### src/rtl/alu_exec_ctrl.sv
// rtl/alu_exec_ctrl.sv - execute-stage sequencer around the external 32-bit ALU
module alu_exec_ctrl #(
    parameter int XLEN = 32
) (
    input  logic            clk,
    input  logic            rst,
    input  logic            in_valid,
    output logic            in_ready,
    input  logic [6:0]      opcode,
    input  logic [2:0]      funct3,
    input  logic            funct7_5,
    input  logic [XLEN-1:0] rs1_val,
    input  logic [XLEN-1:0] rs2_val,
    input  logic [XLEN-1:0] imm,
    input  logic [XLEN-1:0] pc,
    output logic [XLEN-1:0] alu_a,
    output logic [XLEN-1:0] alu_b,
    output logic [2:0]      alu_sel,
    input  logic [XLEN-1:0] alu_out,
    input  logic            alu_overflow,
    output logic            out_valid,
    input  logic            out_ready,
    output logic [XLEN-1:0] result,
    output logic            is_branch,
    output logic            branch_taken,
    output logic [XLEN-1:0] branch_target,
    output logic            illegal
);

    localparam logic [6:0] OP_R  = 7'b0110011;
    localparam logic [6:0] OP_I  = 7'b0010011;
    localparam logic [6:0] OP_BR = 7'b1100011;

    localparam logic [2:0] SEL_ADD = 3'b000;
    localparam logic [2:0] SEL_SUB = 3'b001;
    localparam logic [2:0] SEL_OR  = 3'b010;
    localparam logic [2:0] SEL_AND = 3'b011;
    localparam logic [2:0] SEL_SLT = 3'b100;

    localparam logic [2:0] F3_BEQ = 3'b000;
    localparam logic [2:0] F3_BNE = 3'b001;
    localparam logic [2:0] F3_BLT = 3'b100;
    localparam logic [2:0] F3_BGE = 3'b101;

    typedef enum logic [1:0] {
        S_IDLE   = 2'b00,
        S_EXEC   = 2'b01,
        S_BR_TGT = 2'b10,
        S_DONE   = 2'b11
    } state_t;

    state_t r_state;
    state_t w_next;

    // Captured instruction context, consumed during EXEC / BR_TGT
    logic [XLEN-1:0] r_op_a;
    logic [XLEN-1:0] r_op_b;
    logic [2:0]      r_sel;
    logic            r_is_br;
    logic [2:0]      r_br_f3;
    logic [XLEN-1:0] r_pc;
    logic [XLEN-1:0] r_imm;

    // Result registers presented to writeback / PC stage
    logic [XLEN-1:0] r_result;
    logic            r_is_branch;
    logic            r_taken;
    logic [XLEN-1:0] r_target;
    logic            r_illegal;

    // Decode of the incoming instruction
    logic            w_legal;
    logic [2:0]      w_sel;
    logic            w_use_imm;
    logic            w_is_br;
    logic            w_accept;

    // Branch condition from the EXEC-cycle subtraction
    logic            w_eq;
    logic            w_lt;
    logic            w_taken;

    // Decode opcode/funct fields into ALU select, operand B source and legality
    always_comb begin
        w_legal   = 1'b0;
        w_sel     = SEL_ADD;
        w_use_imm = 1'b0;
        w_is_br   = 1'b0;
        case (opcode)
            OP_R: begin
                w_legal = 1'b1;
                case (funct3)
                    3'b000:  w_sel = funct7_5 ? SEL_SUB : SEL_ADD;
                    3'b111:  w_sel = SEL_AND;
                    3'b110:  w_sel = SEL_OR;
                    3'b010:  w_sel = SEL_SLT;
                    default: w_legal = 1'b0;
                endcase
            end
            OP_I: begin
                w_legal   = 1'b1;
                w_use_imm = 1'b1;
                // funct7_5 is part of the immediate here, so addi never becomes sub
                case (funct3)
                    3'b000:  w_sel = SEL_ADD;
                    3'b111:  w_sel = SEL_AND;
                    3'b110:  w_sel = SEL_OR;
                    3'b010:  w_sel = SEL_SLT;
                    default: w_legal = 1'b0;
                endcase
            end
            OP_BR: begin
                w_sel   = SEL_SUB;
                w_is_br = 1'b1;
                case (funct3)
                    F3_BEQ, F3_BNE, F3_BLT, F3_BGE: w_legal = 1'b1;
                    default:                        w_legal = 1'b0;
                endcase
            end
            default: w_legal = 1'b0;
        endcase
    end

    assign w_accept = (r_state == S_IDLE) && in_valid;

    // Signed less-than from rs1-rs2: sign bit corrected by overflow
    always_comb begin
        w_eq = (alu_out == '0);
        w_lt = alu_out[XLEN-1] ^ alu_overflow;
        case (r_br_f3)
            F3_BEQ:  w_taken = w_eq;
            F3_BNE:  w_taken = ~w_eq;
            F3_BLT:  w_taken = w_lt;
            F3_BGE:  w_taken = ~w_lt;
            default: w_taken = 1'b0;
        endcase
    end

    // State register
    always_ff @(posedge clk) begin
        if (rst) begin
            r_state <= S_IDLE;
        end else begin
            r_state <= w_next;
        end
    end

    // Next-state logic and ALU/handshake outputs; ALU ports idle at zero outside EXEC/BR_TGT
    always_comb begin
        w_next    = r_state;
        in_ready  = 1'b0;
        out_valid = 1'b0;
        alu_a     = '0;
        alu_b     = '0;
        alu_sel   = SEL_ADD;
        case (r_state)
            S_IDLE: begin
                in_ready = ~rst;
                if (in_valid) begin
                    w_next = w_legal ? S_EXEC : S_DONE;
                end
            end
            S_EXEC: begin
                if (!rst) begin
                    alu_a   = r_op_a;
                    alu_b   = r_op_b;
                    alu_sel = r_sel;
                end
                w_next = r_is_br ? S_BR_TGT : S_DONE;
            end
            S_BR_TGT: begin
                if (!rst) begin
                    alu_a   = r_pc;
                    alu_b   = r_imm;
                    alu_sel = SEL_ADD;
                end
                w_next = S_DONE;
            end
            S_DONE: begin
                out_valid = ~rst;
                if (out_ready) begin
                    w_next = S_IDLE;
                end
            end
            default: w_next = S_IDLE;
        endcase
    end

    // Capture instruction on accept, ALU result in EXEC, branch target in BR_TGT
    always_ff @(posedge clk) begin
        if (rst) begin
            r_op_a      <= '0;
            r_op_b      <= '0;
            r_sel       <= SEL_ADD;
            r_is_br     <= 1'b0;
            r_br_f3     <= 3'b000;
            r_pc        <= '0;
            r_imm       <= '0;
            r_result    <= '0;
            r_is_branch <= 1'b0;
            r_taken     <= 1'b0;
            r_target    <= '0;
            r_illegal   <= 1'b0;
        end else begin
            case (r_state)
                S_IDLE: begin
                    if (w_accept) begin
                        r_op_a  <= rs1_val;
                        r_op_b  <= w_use_imm ? imm : rs2_val;
                        r_sel   <= w_sel;
                        r_is_br <= w_is_br;
                        r_br_f3 <= funct3;
                        r_pc    <= pc;
                        r_imm   <= imm;
                        if (w_legal) begin
                            r_illegal <= 1'b0;
                        end else begin
                            // Illegal instructions skip the ALU and report straight away
                            r_illegal   <= 1'b1;
                            r_result    <= '0;
                            r_is_branch <= 1'b0;
                            r_taken     <= 1'b0;
                        end
                    end
                end
                S_EXEC: begin
                    r_result    <= alu_out;
                    r_is_branch <= 1'b0;
                    r_taken     <= r_is_br ? w_taken : 1'b0;
                end
                S_BR_TGT: begin
                    r_target    <= alu_out;
                    r_is_branch <= 1'b1;
                end
                default: begin
                end
            endcase
        end
    end

    assign result        = r_result;
    assign is_branch     = r_is_branch;
    assign branch_taken  = r_taken;
    assign branch_target = r_target;
    assign illegal       = r_illegal;

endmodule

### config.mk
export PLATFORM = sky130hd
export DESIGN_NAME = alu_exec_ctrl
export DESIGN_NICKNAME = d
export VERILOG_FILES = /design/src/rtl/alu_exec_ctrl.sv
export SDC_FILE = /design/constraint.sdc
export NUM_CORES = 1
export LEC_CHECK = 0
export BUFFER_PORTS_ARGS = -buffer_cell sky130_fd_sc_hd__buf_2
export CAP_MARGIN = 15
export CORE_UTILIZATION = 53
export DETAILED_ROUTE_END_ITERATION = 8
export PLACE_DENSITY = 0.81
export SLEW_MARGIN = 10
export SYNTH_ARGS = -nofsm -noshare
export SYNTH_HDL_FRONTEND = slang
export SYNTH_SLANG_ARGS = --single-unit
### constraint.sdc
create_clock -name clk -period 4.8 [get_ports clk]
set_input_delay 0.24 -clock clk [delete_from_list [all_inputs] [get_ports clk]]
set_output_delay 0.24 -clock clk [all_outputs]
set_load 0.01 [all_outputs]
==> run_summary.xml <==
<?xml version="1.0" encoding="UTF-8"?>
<metrics>
  <group name="pwr">
    <metric name="power_frac_comb" unit="">0.321</metric>
    <metric name="power.clock.fraction" unit="">0.280</metric>
    <metric name="p_leak" unit="nW">4.815</metric>
    <metric name="ir_drop" unit="V">0.0003271</metric>
    <metric name="internal-power" unit="mW">3.595</metric>
    <metric name="power_density" unit="nW/µm²">484.9</metric>
    <metric name="seqPwrFrac" unit="">0.398</metric>
    <metric name="power.share.switching" unit="">0.3570</metric>
    <metric name="switchingPower" unit="mW">1.996</metric>
  </group>
  <group name="global_routing">
    <metric name="maximum_number_of_pins_on_one_net_before_global_route_repair" unit="">110</metric>
    <metric name="antenna_found_initial" unit="">1</metric>
    <metric name="wire_length_of_the_first_global_routing_pass" unit="µm">39920</metric>
    <metric name="first_global_vias" unit="">8255</metric>
    <metric name="globalRouteOverflowTotal" unit="">0</metric>
    <metric name="track_usage" unit="">0.2977</metric>
  </group>
  <group name="layout">
    <metric name="layout-drive-gt1-share" unit="">0.2596</metric>
    <metric name="design.final.nets" unit="">1569</metric>
    <metric name="area_growth" unit="%">35.55</metric>
    <metric name="multi_input_gate_area" unit="µm²">4050</metric>
    <metric name="fillerInstances" unit="">1159</metric>
    <metric name="final-seq-area" unit="µm²">4084</metric>
  </group>
  <group name="clock_network">
    <metric name="holdBufCountCts" unit="">78</metric>
    <metric name="clkLatencyLatePin" unit="ns">0.49</metric>
    <metric name="cts_tree" unit="">built</metric>
    <metric name="clock-root-buffer" unit="">clkbuf_16</metric>
    <metric name="htree_num_levels" unit="">1</metric>
    <metric name="cts_setup_buffers" unit="">0</metric>
    <metric name="clock_transition_time_at_the_flip_flop_clock_pins_of_the_worst_setup_and_hold_paths" unit="ns">0.06</metric>
    <metric name="cts.repair.resized" unit="">0</metric>
    <metric name="tritoncts.num_buffers" unit="">21</metric>
    <metric name="clockBufferDepth" unit="">3</metric>
    <metric name="clock_sinks" unit="">204</metric>
  </group>
  <group name="yosys">
    <metric name="dominantRegCellSynth" unit="">dfxtp_1</metric>
    <metric name="yosys.cell_types.count" unit="">34</metric>
    <metric name="synth_top_cell_by_area" unit="">dfxtp_1</metric>
    <metric name="netlist.area_leader.share" unit="">0.4801</metric>
    <metric name="synth_top_cells_by_area" unit="">dfxtp_1 48%, nand2_1 10%, a21oi_1 8.1%, mux2i_1 7.5%, nor2_1 6.1%</metric>
    <metric name="post_synth.cell_area_avg" unit="µm²">8.063</metric>
    <metric name="yosys_register_bits" unit="">204</metric>
    <metric name="post_synth_instance_area" unit="µm²">8507</metric>
    <metric name="syn-instance-count" unit="">1055</metric>
    <metric name="synth_enable_flop_cells" unit="">0</metric>
    <metric name="yosys_warnings" unit="">0</metric>
    <metric name="synth.net_count" unit="">1236</metric>
    <metric name="ys_async_sr_fraction" unit="">0</metric>
    <metric name="yosysSeqAreaShare" unit="">0.4801</metric>
  </group>
  <group name="die">
    <metric name="die_x" unit="µm">128.7</metric>
    <metric name="die_h" unit="µm">128.7</metric>
    <metric name="core-area" unit="µm²">15430</metric>
    <metric name="floorplan.initialDensity" unit="">0.5514</metric>
    <metric name="floorplan.die_area" unit="µm²">16560</metric>
    <metric name="pin_count" unit="">312</metric>
    <metric name="core.rowCount" unit="">45</metric>
  </group>
  <group name="setup_path">
    <metric name="worst_setup_path_end_kind" unit="">output pin</metric>
    <metric name="start_kind" unit="">register</metric>
    <metric name="worstSetupPathType" unit="">reg -&gt; out</metric>
    <metric name="required" unit="ns">4.56</metric>
    <metric name="reg2reg_setup_slack" unit="ns">1.94</metric>
    <metric name="crit_fanout" unit="">74</metric>
    <metric name="worstSetupStartpoint" unit="">r_state[0]</metric>
    <metric name="worst_ep_arrival_time" unit="ns">2.88</metric>
    <metric name="critical_path.reg2reg.endpoint" unit="">r_op_b[24]</metric>
    <metric name="crit_path_end" unit="">alu_a[22]</metric>
    <metric name="worst_r2r_path_depth" unit="">7</metric>
    <metric name="worst_reg2reg_path_startpoint" unit="">r_state[0]</metric>
  </group>
  <group name="timing">
    <metric name="clock_skew" unit="ns">0.01576</metric>
    <metric name="timing.final.crit_period" unit="ns">3.121</metric>
    <metric name="timing.final.max_slew_violations" unit="">0</metric>
    <metric name="final-hold-violation-count" unit="">0</metric>
    <metric name="fin_tns_setup" unit="ns">0</metric>
    <metric name="hold_slack" unit="ns">0.008342</metric>
    <metric name="max_slew.worst_pin.slew" unit="ns">1.122</metric>
    <metric name="relSlewSlack" unit="">0.2501</metric>
    <metric name="rsz0062_at_grt" unit="">false</metric>
    <metric name="clock.fmax" unit="GHz">0.3204</metric>
    <metric name="final_cycle_utilization_of_the_critical_path" unit="">0.6503</metric>
    <metric name="setup_violations" unit="">0</metric>
  </group>
  <group name="place">
    <metric name="port-buffer-count" unit="">311</metric>
    <metric name="globalplace.congestion" unit="">0.7961</metric>
    <metric name="post-dp-hpwl" unit="µm">15620</metric>
  </group>
  <group name="detailed_routing">
    <metric name="first_pass_iters" unit="">7</metric>
    <metric name="drc_violation_count_after_routing" unit="">0</metric>
    <metric name="first_iter_violations" unit="">860</metric>
    <metric name="wl_per_cell" unit="µm">15.95</metric>
    <metric name="route.antenna.remaining_nets" unit="">0</metric>
    <metric name="drt-total-wl" unit="µm">25740</metric>
    <metric name="vias" unit="">8887</metric>
    <metric name="viasPerCell" unit="">5.506</metric>
  </group>
  <group name="run">
    <metric name="max_cap_viol_count" unit="">0</metric>
  </group>
  <group name="worst_hold_path">
    <metric name="holdCritStartpoint" unit="">pc[11]</metric>
    <metric name="worstHoldPathType" unit="">in -&gt; reg</metric>
  </group>
  <group name="run_status">
    <metric name="run_status" unit="">finished clean</metric>
  </group>
</metrics>
-- cell type report --
class / instances / share of cell area
diodes: 1 / 0.0002170
clock buffers: 34 / 0.05675
clock inverters: 3 / 0.001302
inverters: 8 / 0.002604
multi-input cells: 754 / 0.3512
flip-flops and latches: 204 / 0.3542
well taps: 211 / 0.02289
repair buffers: 399 / 0.2108
-- cell usage after synthesis (2+ instances only) --
cell,instances
a22oi_1,64
mux2i_1,64
clkbuf_1,60
ha_1,5
dfxtp_1,204
inv_1,8
buf_1,8
nand2_1,237
a211oi_1,35
nand4_1,3
nor2_1,139
a21oi_1,138
buf_2,15
o22ai_1,2
nand3_1,37
xor2_1,2
and3_1,3
nor3_1,3
nor4_1,8
buf_6,6
-- worst max-delay path: stages, from the launching register on --
cell and delay, ns:
dfxtp_1 0.38, inv_1 0.15, ha_4 0.77, buf_4 0.52, a22oi_1 0.17, nor2_1 0.15
buf_2 0.15
-- flip-flops by register name, summed over array words and instances, names as in the netlist --
| signal | cells |
|---|---|
| branch_target | 32 |
| result | 32 |
| r_br_f3 | 3 |
| is_branch | 1 |
| r_state | 2 |
| r_sel | 3 |
| illegal | 1 |
| r_pc | 32 |
| branch_taken | 1 |
| r_is_br | 1 |
| r_op_a | 32 |
| r_op_b | 32 |
| r_imm | 32 |
-- worst min-delay path by stage --
stage	endpoint	depth (start not counted)	slack (ns)
after CTS	r_pc[19]	3	0.0001
after global placement	result[9]	2	0.44
final	r_pc[11]	3	0.008
after detailed placement	result[18]	2	0.44
after floorplan	r_br_f3[1]	2	0.38
after global routing	r_pc[11]	3	0.02
-- layout by cell type (no fill, tap or decap), types with 2 or more instances in the layout --
cell type	synthesis	layout
dlygate4sd3_1	0	78
a211oi_1	35	35
dfxtp_1	204	204
ha_1	5	3
inv_1	8	8
ha_4	0	2
clkbuf_8	0	8
xor2_1	2	2
a22oi_1	64	64
a21oi_1	138	138
clkbuf_16	0	21
nor4_1	8	8
nand3_1	37	37
buf_2	15	310
mux2i_1	64	64
and3_1	3	3
nand4_1	3	3
nor3_1	3	3
clkinv_2	0	3
nand2_1	237	235
nor2_1	139	138
clkbuf_1	60	5
buf_4	0	9
-- layer usage --
| layer | up-vias | share of wire | routed length, µm | global-route usage |
|---|---|---|---|---|
| met5 | - | 0 | 0 | 0 |
| met4 | 0 | 0.036 | 929 | 0.1204 |
| met3 | 87 | 0.080 | 2048 | 0.06154 |
| met2 | 403 | 0.49 | 12650 | 0.5266 |
| met1 | 4122 | 0.39 | 10110 | 0.3515 |
| li1 | 4275 | - | - | - |
-- stage by stage --
| step | power [mW] | area, µm² | worst slack, ns | cells | utilization |
|---|---|---|---|---|---|
| global route | 5.900 | 11530 | 1.565 | 1614 | 0.7474 |
| global placement | 3.928 | 10080 | 2.084 | 1498 | 0.6533 |
| finish | 5.591 | 11530 | 1.679 | 1614 | 0.7474 |
| detailed placement | 3.973 | 10080 | 1.990 | 1498 | 0.6533 |
| floorplan | 3.451 | 8507 | 2.821 | 1055 | - |
| CTS | 5.585 | 11530 | 1.735 | 1613 | 0.7473 |
-- power groups by stage --
stage | combinational, mW | sequential (mW) | clock, mW
detailed placement | 1.72 | 2.25 | 0
global route | 1.97 | 2.27 | 1.66
global placement | 1.69 | 2.24 | 0
floorplan | 1.18 | 2.27 | 0
finish | 1.80 | 2.23 | 1.57
CTS | 1.77 | 2.22 | 1.59
-- kinds of logic (layout without fill, tap and decap cells) --
kind of cell               count (synthesis)  in the layout  synth area share
buffers and inverters                     97            444           0.05030
adders and majority gates                  5              5          0.007354
DFF                                      204            204            0.4801
other                                      0              1                 0
and+or+nand+nor                          435            435            0.2040
AOI/OAI and AO/OA                        248            248            0.1809
xor gates and xnor gates                   2              2          0.002060
muxes                                     64             64           0.07530
Note: power is estimated with default switching activity, not from simulation.
